--- src/rtl/life_keypad_if.sv ---
// Pushbutton-to-cursor signal bundle: raw active-low buttons in, event pulses
// and debounced held levels out.
interface life_keypad_if;
  logic [3:0] btn_n;
  logic       key_down;
  logic       key_up;
  logic       key_left;
  logic       key_right;
  logic [3:0] key_held;

  modport master (
    output btn_n,
    input  key_down, key_up, key_left, key_right, key_held
  );

  modport slave (
    input  btn_n,
    output key_down, key_up, key_left, key_right, key_held
  );
endinterface

--- src/rtl/life_keypad.sv ---
// Button front end: two-flop sync, per-bit debounce, per-key pulse/auto-repeat
// FSM with opposite-key suppression. Bit order [0]down [1]up [2]left [3]right.
module life_keypad #(
  parameter int unsigned DEBOUNCE      = 250000,
  parameter int unsigned REPEAT_DELAY  = 25000000,
  parameter int unsigned REPEAT_PERIOD = 5000000,
  parameter int unsigned REPEAT_EN     = 1,
  parameter int unsigned CNT_W         = 25
) (
  input  logic         clk,
  input  logic         reset,
  life_keypad_if.slave kp
);

  typedef enum logic [1:0] {IDLE, DELAY, REPEAT} state_e;

  localparam logic [CNT_W-1:0] DB_TERM  = CNT_W'(DEBOUNCE - 1);
  localparam logic [CNT_W-1:0] RD_TERM  = CNT_W'(REPEAT_DELAY - 1);
  localparam logic [CNT_W-1:0] RP_TERM  = CNT_W'(REPEAT_PERIOD - 1);
  localparam logic [CNT_W-1:0] CNT_ONE  = CNT_W'(1);

  logic [3:0]       sync1_q, sync2_q;
  logic [3:0]       clean_q;
  logic [3:0]       held_q, held_d;
  logic [3:0]       pulse_q;
  logic [CNT_W-1:0] db_cnt_q  [4];
  logic [CNT_W-1:0] rep_cnt_q [4];
  state_e           state_q   [4];
  logic [3:0]       conflict;

  assign held_d = ~clean_q;

  // Both keys of one axis pressed: that axis goes silent.
  always_comb begin
    conflict    = '0;
    conflict[0] = held_q[0] & held_q[1];
    conflict[1] = held_q[0] & held_q[1];
    conflict[2] = held_q[2] & held_q[3];
    conflict[3] = held_q[2] & held_q[3];
  end

  always_ff @(posedge clk or negedge reset) begin
    if (!reset) begin
      sync1_q <= '1;
      sync2_q <= '1;
      clean_q <= '1;
      held_q  <= '0;
      for (int unsigned i = 0; i < 4; i++) begin
        db_cnt_q[i] <= '0;
      end
    end else begin
      sync1_q <= kp.btn_n;
      sync2_q <= sync1_q;
      held_q  <= held_d;
      for (int unsigned i = 0; i < 4; i++) begin
        if (sync2_q[i] != clean_q[i]) begin
          if (db_cnt_q[i] == DB_TERM) begin
            clean_q[i]  <= sync2_q[i];
            db_cnt_q[i] <= '0;
          end else begin
            db_cnt_q[i] <= db_cnt_q[i] + CNT_ONE;
          end
        end else begin
          db_cnt_q[i] <= '0;
        end
      end
    end
  end

  // Release or axis conflict overrides any pulse that would fall due this cycle.
  always_ff @(posedge clk or negedge reset) begin
    if (!reset) begin
      pulse_q <= '0;
      for (int unsigned i = 0; i < 4; i++) begin
        state_q[i]   <= IDLE;
        rep_cnt_q[i] <= '0;
      end
    end else begin
      for (int unsigned i = 0; i < 4; i++) begin
        pulse_q[i] <= 1'b0;
        if (!held_q[i] || conflict[i]) begin
          state_q[i]   <= IDLE;
          rep_cnt_q[i] <= '0;
        end else begin
          case (state_q[i])
            IDLE: begin
              pulse_q[i]   <= 1'b1;
              state_q[i]   <= DELAY;
              rep_cnt_q[i] <= '0;
            end
            DELAY: begin
              if (rep_cnt_q[i] == RD_TERM) begin
                rep_cnt_q[i] <= '0;
                if (REPEAT_EN != 0) begin
                  pulse_q[i] <= 1'b1;
                  state_q[i] <= REPEAT;
                end
              end else begin
                rep_cnt_q[i] <= rep_cnt_q[i] + CNT_ONE;
              end
            end
            REPEAT: begin
              if (rep_cnt_q[i] == RP_TERM) begin
                rep_cnt_q[i] <= '0;
                pulse_q[i]   <= 1'b1;
              end else begin
                rep_cnt_q[i] <= rep_cnt_q[i] + CNT_ONE;
              end
            end
            default: begin
              state_q[i]   <= IDLE;
              rep_cnt_q[i] <= '0;
            end
          endcase
        end
      end
    end
  end

  assign kp.key_down  = pulse_q[0];
  assign kp.key_up    = pulse_q[1];
  assign kp.key_left  = pulse_q[2];
  assign kp.key_right = pulse_q[3];
  assign kp.key_held  = held_q;

endmodule

--- src/flat_wrapper.sv ---
// flat-port wrapper written by rule: the top's interface ports become plain ports
module life_keypad_flat 
#(
  parameter int unsigned DEBOUNCE      = 250000,
  parameter int unsigned REPEAT_DELAY  = 25000000,
  parameter int unsigned REPEAT_PERIOD = 5000000,
  parameter int unsigned REPEAT_EN     = 1,
  parameter int unsigned CNT_W         = 25
)
  (clk, reset, kp_btn_n, kp_key_down, kp_key_up, kp_key_left, kp_key_right, kp_key_held);
  life_keypad_if kp_i ();
  input  logic clk;
  input  logic reset;
  input wire logic [$bits(kp_i.btn_n)-1:0] kp_btn_n;
  output wire logic [$bits(kp_i.key_down)-1:0] kp_key_down;
  output wire logic [$bits(kp_i.key_up)-1:0] kp_key_up;
  output wire logic [$bits(kp_i.key_left)-1:0] kp_key_left;
  output wire logic [$bits(kp_i.key_right)-1:0] kp_key_right;
  output wire logic [$bits(kp_i.key_held)-1:0] kp_key_held;
  assign kp_i.btn_n = kp_btn_n;
  assign kp_key_down = kp_i.key_down;
  assign kp_key_up = kp_i.key_up;
  assign kp_key_left = kp_i.key_left;
  assign kp_key_right = kp_i.key_right;
  assign kp_key_held = kp_i.key_held;
  life_keypad #(.DEBOUNCE(DEBOUNCE), .REPEAT_DELAY(REPEAT_DELAY), .REPEAT_PERIOD(REPEAT_PERIOD), .REPEAT_EN(REPEAT_EN), .CNT_W(CNT_W)) u_core (.clk(clk), .reset(reset), .kp(kp_i));
endmodule
--- config.mk ---
export PLATFORM = sky130hd
export DESIGN_NAME = life_keypad_flat
export DESIGN_NICKNAME = d
export VERILOG_FILES = /design/src/rtl/life_keypad_if.sv /design/src/rtl/life_keypad.sv /design/src/flat_wrapper.sv
export SDC_FILE = /design/constraint.sdc
export NUM_CORES = 1
export LEC_CHECK = 0
export CORE_MARGIN = 5
export CORE_UTILIZATION = 35
export DETAILED_ROUTE_END_ITERATION = 16
export GPL_ROUTABILITY_DRIVEN = 1
export REMOVE_ABC_BUFFERS = 1
export SYNTH_ARGS = -nofsm -noshare
export SYNTH_HDL_FRONTEND = slang
export SYNTH_SLANG_ARGS = --single-unit
export TNS_END_PERCENT = 50
--- constraint.sdc ---
create_clock -name clk -period 2.8 [get_ports clk]
set_clock_uncertainty 0.05 [all_clocks]
set_input_delay 0.42 -clock clk [delete_from_list [all_inputs] [get_ports clk]]
set_output_delay 0.42 -clock clk [all_outputs]
set_load 0.005 [all_outputs]
==> results.json <==
{
  "status": "complete, no violations",
  "path_class": "reg2reg",
  "required_ns": 3.12,
  "syn_area_per_cell_um2": 9.79,
  "clk_latency_ns": 0.51,
  "drv_cap": 0,
  "hold_viol": 0,
  "fmax_ghz": 0.417,
  "yosysMostFrequentCell": "nor2_1",
  "cts_buffer_depth": 3,
  "grt_max_degree": 77,
  "drt-wirelength-per-cell_um": 12.7,
  "fin_nets": 1229,
  "die-area_um2": 36200,
  "netlist.top_cell.by_area": "dfrtp_1",
  "synth_area_leaders": "dfrtp_1 48%, xor2_1 8.6%, nor2_1 8.4%, xnor2_1 5.9%, nand4_1 3.6%",
  "cp_slowest_stage_delay_ns": 0.54,
  "die_x_um": 190,
  "period_share_pct": 85.6,
  "synthTopCellsByCount": "254 x nor2_1, 216 x dfrtp_1, 111 x xor2_1",
  "grt_pass1_vias": 7985,
  "end_kind": "flip-flop",
  "postSynthCellCount": 1161,
  "core_um2": 32300,
  "drive_gt1_share_pct": 7.17,
  "h-tree-depth": 1,
  "power_density_nw_per_um2": 527,
  "setup_viol": 0,
  "drt_iter0_markers": 360,
  "via_count": 8040,
  "hold_buffers": 1,
  "ys_seq_area_share_pct": 50.3,
  "hold_class": "in2reg",
  "place_congestion": 0.778,
  "grt_pass1_wl_um": 37600,
  "avgViaCountPerCell": 4.86,
  "syn_area_um2": 11400,
  "worst_setup_path_start_kind": "flip-flop",
  "clk_root_buffer_cell": "clkbuf_16",
  "synth_top_area_share_pct": 47.6,
  "final_antenna_net_count": 0,
  "setup_tns_ns": 0,
  "io-pin-count": 14,
  "dp.cells": 1609,
  "hp-start": "kp_btn_n[3]",
  "period_minus_slack_ns": 2.40,
  "drt_first_pass_iters": 4,
  "cts_setup_buffers": 0,
  "synth_edf_count": 0,
  "worst_pin_slew_ns": 0.765,
  "grt-ovfl-total": 0,
  "rsz0062_at_grt": "false",
  "max-vdd-ir-drop_uv": 392,
  "yosysWarnings": 0,
  "ys_seq_elements": 228,
  "static-leakage-power_nw": 5.15,
  "rr_startpoint": "u_core.rep_cnt_q[35]$_DFF_PN0_",
  "nFillCells": 3173,
  "finalWirelength_um": 21000,
  "cts_made_buffers": 25,
  "critPathMaxFanout": 25,
  "ctsResizeCount": 0,
  "path_cells": "or4_1, or4_4, o21ai_1, a21o_2, nor2_1",
  "stdcell_count": 1655,
  "ys_types": 48,
  "initial_core_util_pct": 35.2,
  "track_usage_pct": 11.9,
  "route.detailed.drc": 0,
  "startpoint": "u_core.rep_cnt_q[35]$_DFF_PN0_",
  "cts_tree": "built",
  "antenna_found_initial": 0,
  "max-slew-margin-rel_pct": 48.5,
  "syn_to_final_growth_pct": 13.8,
  "crit_family": "simple AND/OR/NAND/NOR gates",
  "worstPathBufferInverterCount": 0,
  "hpwl_um": 14100,
  "cts_sinks": 228,
  "synth_flop_cell": "dfrtp_1",
  "die-height_um": 190,
  "antennaDiodeCount": 0,
  "ys_async_sr_fraction_pct": 100,
  "clk_pin_slew_ns": 0.06,
  "arrival_ns": 2.72,
  "drv_slew": 0,
  "io_buffer_count": 13,
  "cpMaxStageDelayCell": "or4_4",
  "rows": 66
}
[where the power goes]
| group | switching [mW] | internal [mW] | total [mW] | leakage, nW |
|---|---|---|---|---|
| Combinational | 0.101 | 0.0343 | 0.135 | 1.62 |
| Clock | 1.27 | 2.06 | 3.33 | 0.418 |
| Sequential | 0.0194 | 3.32 | 3.34 | 3.11 |
| Total | 1.40 | 5.41 | 6.81 | 5.15 |
[metal layers]
layer  routed length [um]  vias up  share of wire (%)  global-route usage [%]
li1                     -     4014                  -                       -
met1                10300     3938                 49                    16.4
met2                 9720       66                 46                    19.8
met3                  641       22                3.1                    1.91
met4                  311        0                1.5                    2.82
met5                    0        -                  0                       0
[sequential cells by signal (all words and copies together), names as in the netlist]
signal and flops:
u_core.db_cnt_q 100, u_core.rep_cnt_q 100, u_core.state_q 8, u_core.clean_q 4
u_core.kp.key_held 4, u_core.pulse_q 4, u_core.sync1_q 4, u_core.sync2_q 4
[worst paths after layout]
path	slack, ns	cells past startpoint	to
setup / recovery	0.40	5	u_core.rep_cnt_q[37]$_DFF_PN0_
hold / removal	0.27	1	u_core.sync1_q[3]$_DFF_PN1_
setup reg to reg	0.40	5	u_core.rep_cnt_q[37]$_DFF_PN0_
hold reg to reg	0.31	0	u_core.sync2_q[2]$_DFF_PN1_
max in group asynchronous	1.42	3	u_core.clean_q[3]$_DFFE_PN1P_
min in group asynchronous	0.43	2	u_core.db_cnt_q[62]$_DFF_PN0_
[cell usage in the layout, fill, tap and decap left out, types with 11 or more instances in the layout]
cell type,n
xor2_1,111
buf_4,18
ha_1,28
nand3_1,77
nor2_1,254
and3_1,24
nand2_1,82
clkbuf_16,25
nor4_1,24
nor3_1,19
and4_1,15
dfstp_2,12
xnor2_1,77
nand4_1,65
inv_1,35
clkdlybuf4s50_1,12
dfrtp_1,216
or4_1,11
[metrics by stage]
step                      total power [mW]  util, %  hold slack (ns)  area (um2)  worst slack [ns]
final                                 6.81     40.0            0.271       12900             0.403
after CTS                             6.95     40.0            0.245       12900             0.392
after global routing                  7.10     40.0            0.246       12900             0.225
after floorplan                       3.44        -           0.0744       11200             0.471
after detailed placement              3.54     37.4            0.297       12100             0.412
after global placement                3.54     37.4            0.297       12100             0.456
[worst register-to-register path, cell delays in order, from the launching register on]
cell and delay, ns:
dfrtp_1 0.41, or4_1 0.53, or4_4 0.54, o21ai_1 0.18, a21o_2 0.44, nor2_1 0.11
[cells by family (layout without fill, tap and decap cells)]
kind of cell / Yosys count / after routing / synth area share (%)
flip-flops: 228 / 228 / 50.3
adder cells (fa/ha/maj): 28 / 28 / 3.08
AO/OA/AOI/OAI: 23 / 23 / 1.51
AND/OR/NAND/NOR: 626 / 626 / 27.4
multiplexers: 6 / 6 / 0.529
XOR/XNOR: 188 / 188 / 14.5
buffers and inverters: 62 / 114 / 2.60
[final cells by class]
class / count / area [um2] / area share [%]
multi-input combinational: 871 / 5350 / 41.4
sequential: 228 / 5720 / 44.3
clock inverter: 7 / 90.1 / 0.697
tap: 442 / 553 / 4.28
inverter: 35 / 131 / 1.02
timing repair buffer: 34 / 320 / 2.48
clock buffer: 38 / 764 / 5.91
(Power assumes the default switching activity.)
